[src/rtl/fritz_pkg.sv]
// fritz_pkg: shared constants and reference model for the TMR Fritz pipeline.
//   N_REP      number of redundant replicas
//   NO_INJ     inj_rep encoding that disables fault injection
//   G*_SLICE   index of each result inside the packed {g7, g6, g5} vector and
//              inside inj_mask (slice k occupies bits [k*WIDTH +: WIDTH])
//   fritz_golden  single-lane reduced-form reference, returns {g7, g6, g5}
package fritz_pkg;

    localparam int         N_REP    = 3;
    localparam logic [1:0] NO_INJ   = 2'd3;

    localparam int         G5_SLICE = 0;
    localparam int         G6_SLICE = 1;
    localparam int         G7_SLICE = 2;

    function automatic logic [2:0] fritz_golden(input logic a, input logic b,
                                                input logic c, input logic d);
        logic g6;
        g6 = ~b & ~c;
        return {(b | c) & ~d, g6, a | g6};
    endfunction

endpackage

[src/rtl/fritz_slice.sv]
// fritz_slice: one replica of the Fritz function, WIDTH independent lanes.
// Built from the original 8-gate NAND/NOR/AND/OR netlist (not the reduced
// form) so every gate output is a distinct fault site.
//   a_i, b_i, c_i, d_i   lane operands
//   g5_o, g6_o, g7_o     lane results
module fritz_slice #(
    parameter int WIDTH = 16
) (
    input  logic [WIDTH-1:0] a_i,
    input  logic [WIDTH-1:0] b_i,
    input  logic [WIDTH-1:0] c_i,
    input  logic [WIDTH-1:0] d_i,
    output logic [WIDTH-1:0] g5_o,
    output logic [WIDTH-1:0] g6_o,
    output logic [WIDTH-1:0] g7_o
);

    logic [WIDTH-1:0] n_b;
    logic [WIDTH-1:0] n_c;
    logic [WIDTH-1:0] n_d;
    logic [WIDTH-1:0] b_or_c;
    logic [WIDTH-1:0] g7_n;

    assign n_b    = ~(b_i & b_i);       // NAND as inverter
    assign n_c    = ~(c_i | c_i);       // NOR as inverter
    assign n_d    = ~(d_i & d_i);       // NAND as inverter
    assign g6_o   = n_b & n_c;          // AND
    assign g5_o   = a_i | g6_o;         // OR
    assign b_or_c = ~(n_b & n_c);       // NAND -> b | c
    assign g7_n   = ~(b_or_c & n_d);    // NAND
    assign g7_o   = ~(g7_n | g7_n);     // NOR as inverter

endmodule

[src/rtl/fritz_tmr_pipe.sv]
// fritz_tmr_pipe: 2-stage valid/ready pipeline around three Fritz replicas with
// optional per-beat fault injection, bitwise majority vote, per-lane mismatch
// flags and a saturating error counter.
//   clk, rst              clock, synchronous active-high reset
//   in_valid / in_ready   input handshake
//   g1..g4                lane operands a, b, c, d
//   vote_en               1 = majority result, 0 = replica 0 only
//   inj_rep, inj_mask     replica to corrupt (3 = none) and XOR mask {g7,g6,g5}
//   out_valid / out_ready output handshake
//   g5..g7, mismatch      results and per-lane replica disagreement
//   err_cnt, cnt_clr      delivered-faulty-beat counter and its clear
module fritz_tmr_pipe
    import fritz_pkg::*;
#(
    parameter int WIDTH = 16,
    parameter int CNT_W = 16
) (
    input  logic                 clk,
    input  logic                 rst,
    input  logic                 in_valid,
    output logic                 in_ready,
    input  logic [WIDTH-1:0]     g1,
    input  logic [WIDTH-1:0]     g2,
    input  logic [WIDTH-1:0]     g3,
    input  logic [WIDTH-1:0]     g4,
    input  logic                 vote_en,
    input  logic [1:0]           inj_rep,
    input  logic [3*WIDTH-1:0]   inj_mask,
    output logic                 out_valid,
    input  logic                 out_ready,
    output logic [WIDTH-1:0]     g5,
    output logic [WIDTH-1:0]     g6,
    output logic [WIDTH-1:0]     g7,
    output logic [WIDTH-1:0]     mismatch,
    output logic [CNT_W-1:0]     err_cnt,
    input  logic                 cnt_clr
);

    // Stage 1 registers
    logic                 s1_v_q, s1_v_d;
    logic [WIDTH-1:0]     a_q, b_q, c_q, d_q;
    logic                 vote_q;
    logic [1:0]           inj_rep_q;
    logic [3*WIDTH-1:0]   mask_q;

    // Stage 2 registers
    logic                 s2_v_q, s2_v_d;
    logic [WIDTH-1:0]     g5_q, g6_q, g7_q, mism_q;
    logic [WIDTH-1:0]     g5_d, g6_d, g7_d, mism_d;

    logic [CNT_W-1:0]     cnt_q, cnt_d;

    logic                 s1_load;
    logic                 s2_load;
    logic                 inj_active;

    logic [3*WIDTH-1:0]   rep [N_REP];
    logic [3*WIDTH-1:0]   maj;
    logic [3*WIDTH-1:0]   diff;
    logic [3*WIDTH-1:0]   sel;

    assign in_ready = ~rst & (~s1_v_q | ~s2_v_q | out_ready);
    assign s1_load  = in_valid & in_ready;
    assign s2_load  = s1_v_q & (~s2_v_q | out_ready);

    assign inj_active = (inj_rep_q != NO_INJ);

    for (genvar r = 0; r < N_REP; r++) begin : g_rep
        logic [WIDTH-1:0] g5_w, g6_w, g7_w;
        logic             hit;

        (* keep_hierarchy = "yes" *)
        fritz_slice #(.WIDTH(WIDTH)) u_slice (
            .a_i  (a_q),
            .b_i  (b_q),
            .c_i  (c_q),
            .d_i  (d_q),
            .g5_o (g5_w),
            .g6_o (g6_w),
            .g7_o (g7_w)
        );

        assign hit    = inj_active & (inj_rep_q == 2'(r));
        assign rep[r] = {g7_w, g6_w, g5_w} ^ (hit ? mask_q : '0);
    end

    always_comb begin
        maj    = (rep[0] & rep[1]) | (rep[1] & rep[2]) | (rep[0] & rep[2]);
        // Any replica differing from replica 0 means the three disagree.
        diff   = (rep[0] ^ rep[1]) | (rep[0] ^ rep[2]);
        sel    = vote_q ? maj : rep[0];
        g5_d   = sel[G5_SLICE*WIDTH +: WIDTH];
        g6_d   = sel[G6_SLICE*WIDTH +: WIDTH];
        g7_d   = sel[G7_SLICE*WIDTH +: WIDTH];
        mism_d = diff[G5_SLICE*WIDTH +: WIDTH]
               | diff[G6_SLICE*WIDTH +: WIDTH]
               | diff[G7_SLICE*WIDTH +: WIDTH];
    end

    always_comb begin
        s1_v_d = s1_v_q;
        if (s1_load) begin
            s1_v_d = 1'b1;
        end else if (s2_load) begin
            s1_v_d = 1'b0;
        end

        s2_v_d = s2_v_q;
        if (s2_load) begin
            s2_v_d = 1'b1;
        end else if (out_ready) begin
            s2_v_d = 1'b0;
        end

        // Clear beats a same-cycle increment; saturate instead of wrapping.
        cnt_d = cnt_q;
        if (cnt_clr) begin
            cnt_d = '0;
        end else if (s2_v_q && out_ready && (|mism_q) && !(&cnt_q)) begin
            cnt_d = cnt_q + CNT_W'(1);
        end
    end

    always_ff @(posedge clk) begin
        if (rst) begin
            s1_v_q    <= 1'b0;
            a_q       <= '0;
            b_q       <= '0;
            c_q       <= '0;
            d_q       <= '0;
            vote_q    <= 1'b0;
            inj_rep_q <= NO_INJ;
            mask_q    <= '0;
            s2_v_q    <= 1'b0;
            g5_q      <= '0;
            g6_q      <= '0;
            g7_q      <= '0;
            mism_q    <= '0;
            cnt_q     <= '0;
        end else begin
            s1_v_q <= s1_v_d;
            s2_v_q <= s2_v_d;
            cnt_q  <= cnt_d;
            if (s1_load) begin
                a_q       <= g1;
                b_q       <= g2;
                c_q       <= g3;
                d_q       <= g4;
                vote_q    <= vote_en;
                inj_rep_q <= inj_rep;
                mask_q    <= inj_mask;
            end
            if (s2_load) begin
                g5_q   <= g5_d;
                g6_q   <= g6_d;
                g7_q   <= g7_d;
                mism_q <= mism_d;
            end
        end
    end

    assign out_valid = s2_v_q;
    assign g5        = g5_q;
    assign g6        = g6_q;
    assign g7        = g7_q;
    assign mismatch  = mism_q;
    assign err_cnt   = cnt_q;

endmodule

[config.mk]
export PLATFORM = sky130hd
export DESIGN_NAME = fritz_tmr_pipe
export DESIGN_NICKNAME = d
export VERILOG_FILES = /design/src/rtl/fritz_pkg.sv /design/src/rtl/fritz_slice.sv /design/src/rtl/fritz_tmr_pipe.sv
export SDC_FILE = /design/constraint.sdc
export NUM_CORES = 1
export LEC_CHECK = 0
export BUFFER_PORTS_ARGS = -buffer_cell sky130_fd_sc_hd__buf_2
export CAP_MARGIN = 20
export CORE_MARGIN = 1.5
export CORE_UTILIZATION = 55
export CTS_CLUSTER_SIZE = 25
export DETAILED_ROUTE_END_ITERATION = 12
export PLACE_DENSITY = 0.77
export RECOVER_POWER = 25
export SLEW_MARGIN = 20
export SYNTH_ARGS = -nofsm -noshare
export SYNTH_HDL_FRONTEND = slang
export SYNTH_SLANG_ARGS = --single-unit
[constraint.sdc]
create_clock -name clk -period 3.3 [get_ports clk]
set_input_delay 0.66 -clock clk [delete_from_list [all_inputs] [get_ports clk]]
set_output_delay 0.66 -clock clk [all_outputs]
set_load 0.005 [all_outputs]
==> flow_summary.ini <==
[outcome]
status = finished, violations left
violations = max-capacitance violations, max-slew violations

[sta]
fin_tns_setup_ns = 0
fmax_mhz = 365
final-hold-violation-count = 0
min_period_over_period_pct = 83.0
relSlewSlack_pct = -16.6
finalHoldWorstSlack_ns = 0.402
maxSlewViolCount = 186
finalCriticalPeriod_ns = 2.74
clock_skew_ns = 0.0111
setup_viol_count_final = 0
tightest_slew_ns = 1.75
rsz0062_at_grt = false

[cts]
clock-root-buffer = clkbuf_16
worstSkewPairLatency_ns = 0.44
cts_max_path_buffers = 2
clock-sinks = 197
postCtsSetupBuffers = 0
postCtsHoldBufs = 0
numCtsBuffers = 17
cts_tree = yes
cts_resized = 0
cts.clk_slew.worst_paths_ns = 0.08
h-tree-depth = 4

[finish]
fin_cells = 2343
post-route-util_pct = 63.4
diodes = 0
multi_input_area_um2 = 9930
seq_area_um2 = 3950
final_cell_mix = nand2_1 (479), dfxtp_1 (194), buf_2 (150), xnor2_1 (144), nor2_1 (123)
syn2layout_area_growth_pct = 12.3
layout_commonest_cell = nand2_1
fin_nets = 2217
drive_above_1_share_pct = 11.2
nFillCells = 2242

[power]
power.total_w = 0.00685
powerDensity_nw_per_um2 = 427
p_leak_nw = 6.77
vdd.ir_drop.worst_v = 0.000371

[worst_hold_path]
hold_depth = 3
min_path_type = in -> reg
hold_end = mask_q[45]$_SDFFE_PP0P_
hold_start = inj_mask[45]

[drt]
via_per_inst = 6.04
drc_errors = 0
vias = 14100
wl_um = 42100
firstDrtPassIters = 5
drt_first_iter_violations = 1074
wire_per_inst_um = 18.0
ant_nets = 0

[worst_setup_path]
required_ns = 3.55
cp_max_fo = 37
cp.arrival_ns = 2.99
critical_path_class = reg -> reg
end_kind = flip-flop
reg2reg_depth = 9
crit_family = simple AND/OR/NAND/NOR gates
regToRegStartpoint = inj_rep_q[1]$_SDFFE_PP1P_
crit_buf_inv = 2
max_stage_delay_ns = 0.54
slowest_stage = or4_1
reg2reg_slack_ns = 0.56
r2r_end = mismatch[5]$_SDFFE_PP0P_
cp_cell_sequence = buf_4, nor2_4, buf_12, nand2_1, xnor2_1, ha_1, or4_1, nor4_1, nor3_1
crit_path_start_kind = flip-flop

[synthesis]
syn_inst = 1870
synth_edf_count = 0
ys_ff_latch = 197
async_reset_ff_share_pct = 0
syn_area_um2 = 14300
syn_nets = 2087
synthFlopType = dfxtp_1
syn_area_per_cell_um2 = 7.65
yosys.cell_types.count = 52
synth_warnings = 0
synth-seq-area-share_pct = 27.6

[global_routing]
grt_pass1_wl_um = 67400
antenna_found_initial = 0
grt_pass1_vias = 13400
grt_max_degree = 186
grt_usage_pct = 31.3
grt-ovfl-total = 0

[placed_design]
gp_congestion = 0.934
io_buffers = 201
dp_hpwl_um = 28500
dp.cells = 2311

[die]
die_height_um = 164
start_util_pct = 56.5
die_w_um = 164
row_count = 58
dieArea_um2 = 27000
core_area_um2 = 25300
ios = 202

[job]
max_cap_viol_count = 1
==> cell usage after synthesis (all sizes together) (2+ instances only) <==
cell type  number  share of area (%)
a211oi         47                2.5
a21boi         95                5.0
a21oi           4               0.14
a41o            2               0.14
and2            2              0.087
and3            7               0.34
and4            2               0.13
buf            50                1.7
clkbuf         61                1.6
dfxtp         197                 28
ha             97                8.5
mux2i           2               0.14
nand2         481                 13
nand3          10               0.38
nand3b        116                6.1
nand4           4               0.17
nor2          124                3.3
nor2b           3               0.13
nor3           63                2.2
nor3b          47                2.5
nor4           68                3.1
o211ai          4               0.21
o21ai          53                1.9
o21ba          48                3.4
o21bai         95                5.0
o31ai           2               0.10
or2             2              0.088
or3             3               0.13
or4            21                1.1
xnor2         144                8.8
xor2            6               0.37
==> worst max-delay path by stage <==
| stage | start | endpoint | cells after the start |
|---|---|---|---|
| floorplan | inj_rep_q[1]$_SDFFE_PP1P_ | mismatch[10]$_SDFFE_PP0P_ | 9 |
| global route | inj_rep_q[1]$_SDFFE_PP1P_ | mismatch[5]$_SDFFE_PP0P_ | 9 |
| CTS | inj_rep_q[1]$_SDFFE_PP1P_ | mismatch[5]$_SDFFE_PP0P_ | 9 |
| global placement | inj_rep_q[0]$_SDFFE_PP1P_ | mismatch[6]$_SDFFE_PP0P_ | 8 |
| finish | inj_rep_q[1]$_SDFFE_PP1P_ | mismatch[5]$_SDFFE_PP0P_ | 9 |
| detailed placement | inj_rep_q[1]$_SDFFE_PP1P_ | mismatch[9]$_SDFFE_PP0P_ | 9 |
==> cells by family after synthesis <==
logic type      count (synthesis)  share of synthesized area, %
xor+xnor                      150                          9.19
mux                             2                         0.140
flops                         197                          27.6
fa+ha+maj                      97                          8.49
simple gates                  956                          32.6
compound gates                357                          18.7
buf+inv                       111                          3.31
==> state kept, by name (all words and copies together), names as in the netlist <==
register and cells:
a_q 16, s1_v_q 1, err_cnt 16, g5 16
d_q 16, inj_rep_q 2, vote_q 1, c_q 16
out_valid 1, mismatch 16, g6 16, b_q 16
g7 16, mask_q 48
==> layer usage <==
layer,vias up,share of wire (%),routed length (um),track usage (%)
met1,6691,46,19200,43.3
met5,-,0,0,0
met2,589,44,18500,49.5
met3,63,8.4,3550,4.85
li1,6802,-,-,-
met4,0,2.0,850,10.2
==> stage by stage <==
| step | cell area, um2 | setup slack [ns] |
|---|---|---|
| 2_1_floorplan | 14300 | 0.813 |
| 3_3_place_gp | 15500 | 0.749 |
| 3_5_place_dp | 15500 | 0.676 |
| 4_1_cts | 16100 | 0.636 |
| 5_1_grt | 16100 | 0.350 |
| 6_report | 16100 | 0.560 |
==> worst reg2reg max path: stages (launching register included) <==
cell and delay, ns:
dfxtp_2 0.38, buf_4 0.22, nor2_4 0.15, buf_12 0.24
nand2_1 0.14, xnor2_1 0.28, ha_1 0.28, or4_1 0.54
nor4_1 0.24, nor3_1 0.09
==> cell type report <==
type,instances,share of cell area (%)
clock buffer,17,2.65
clock inverter,15,1.06
multi-input combinational,1562,61.8
sequential,197,24.6
tap,330,2.57
timing repair buffer,222,7.32
==> power breakdown <==
| part | total (W) | internal [W] | switching [W] |
|---|---|---|---|
| Combinational | 0.00186 | 0.000822 | 0.00104 |
| Clock | 0.00218 | 0.00114 | 0.00104 |
| Sequential | 0.00281 | 0.00254 | 0.000267 |
| Total | 0.00685 | 0.00451 | 0.00234 |
(Power assumes the default switching activity.)
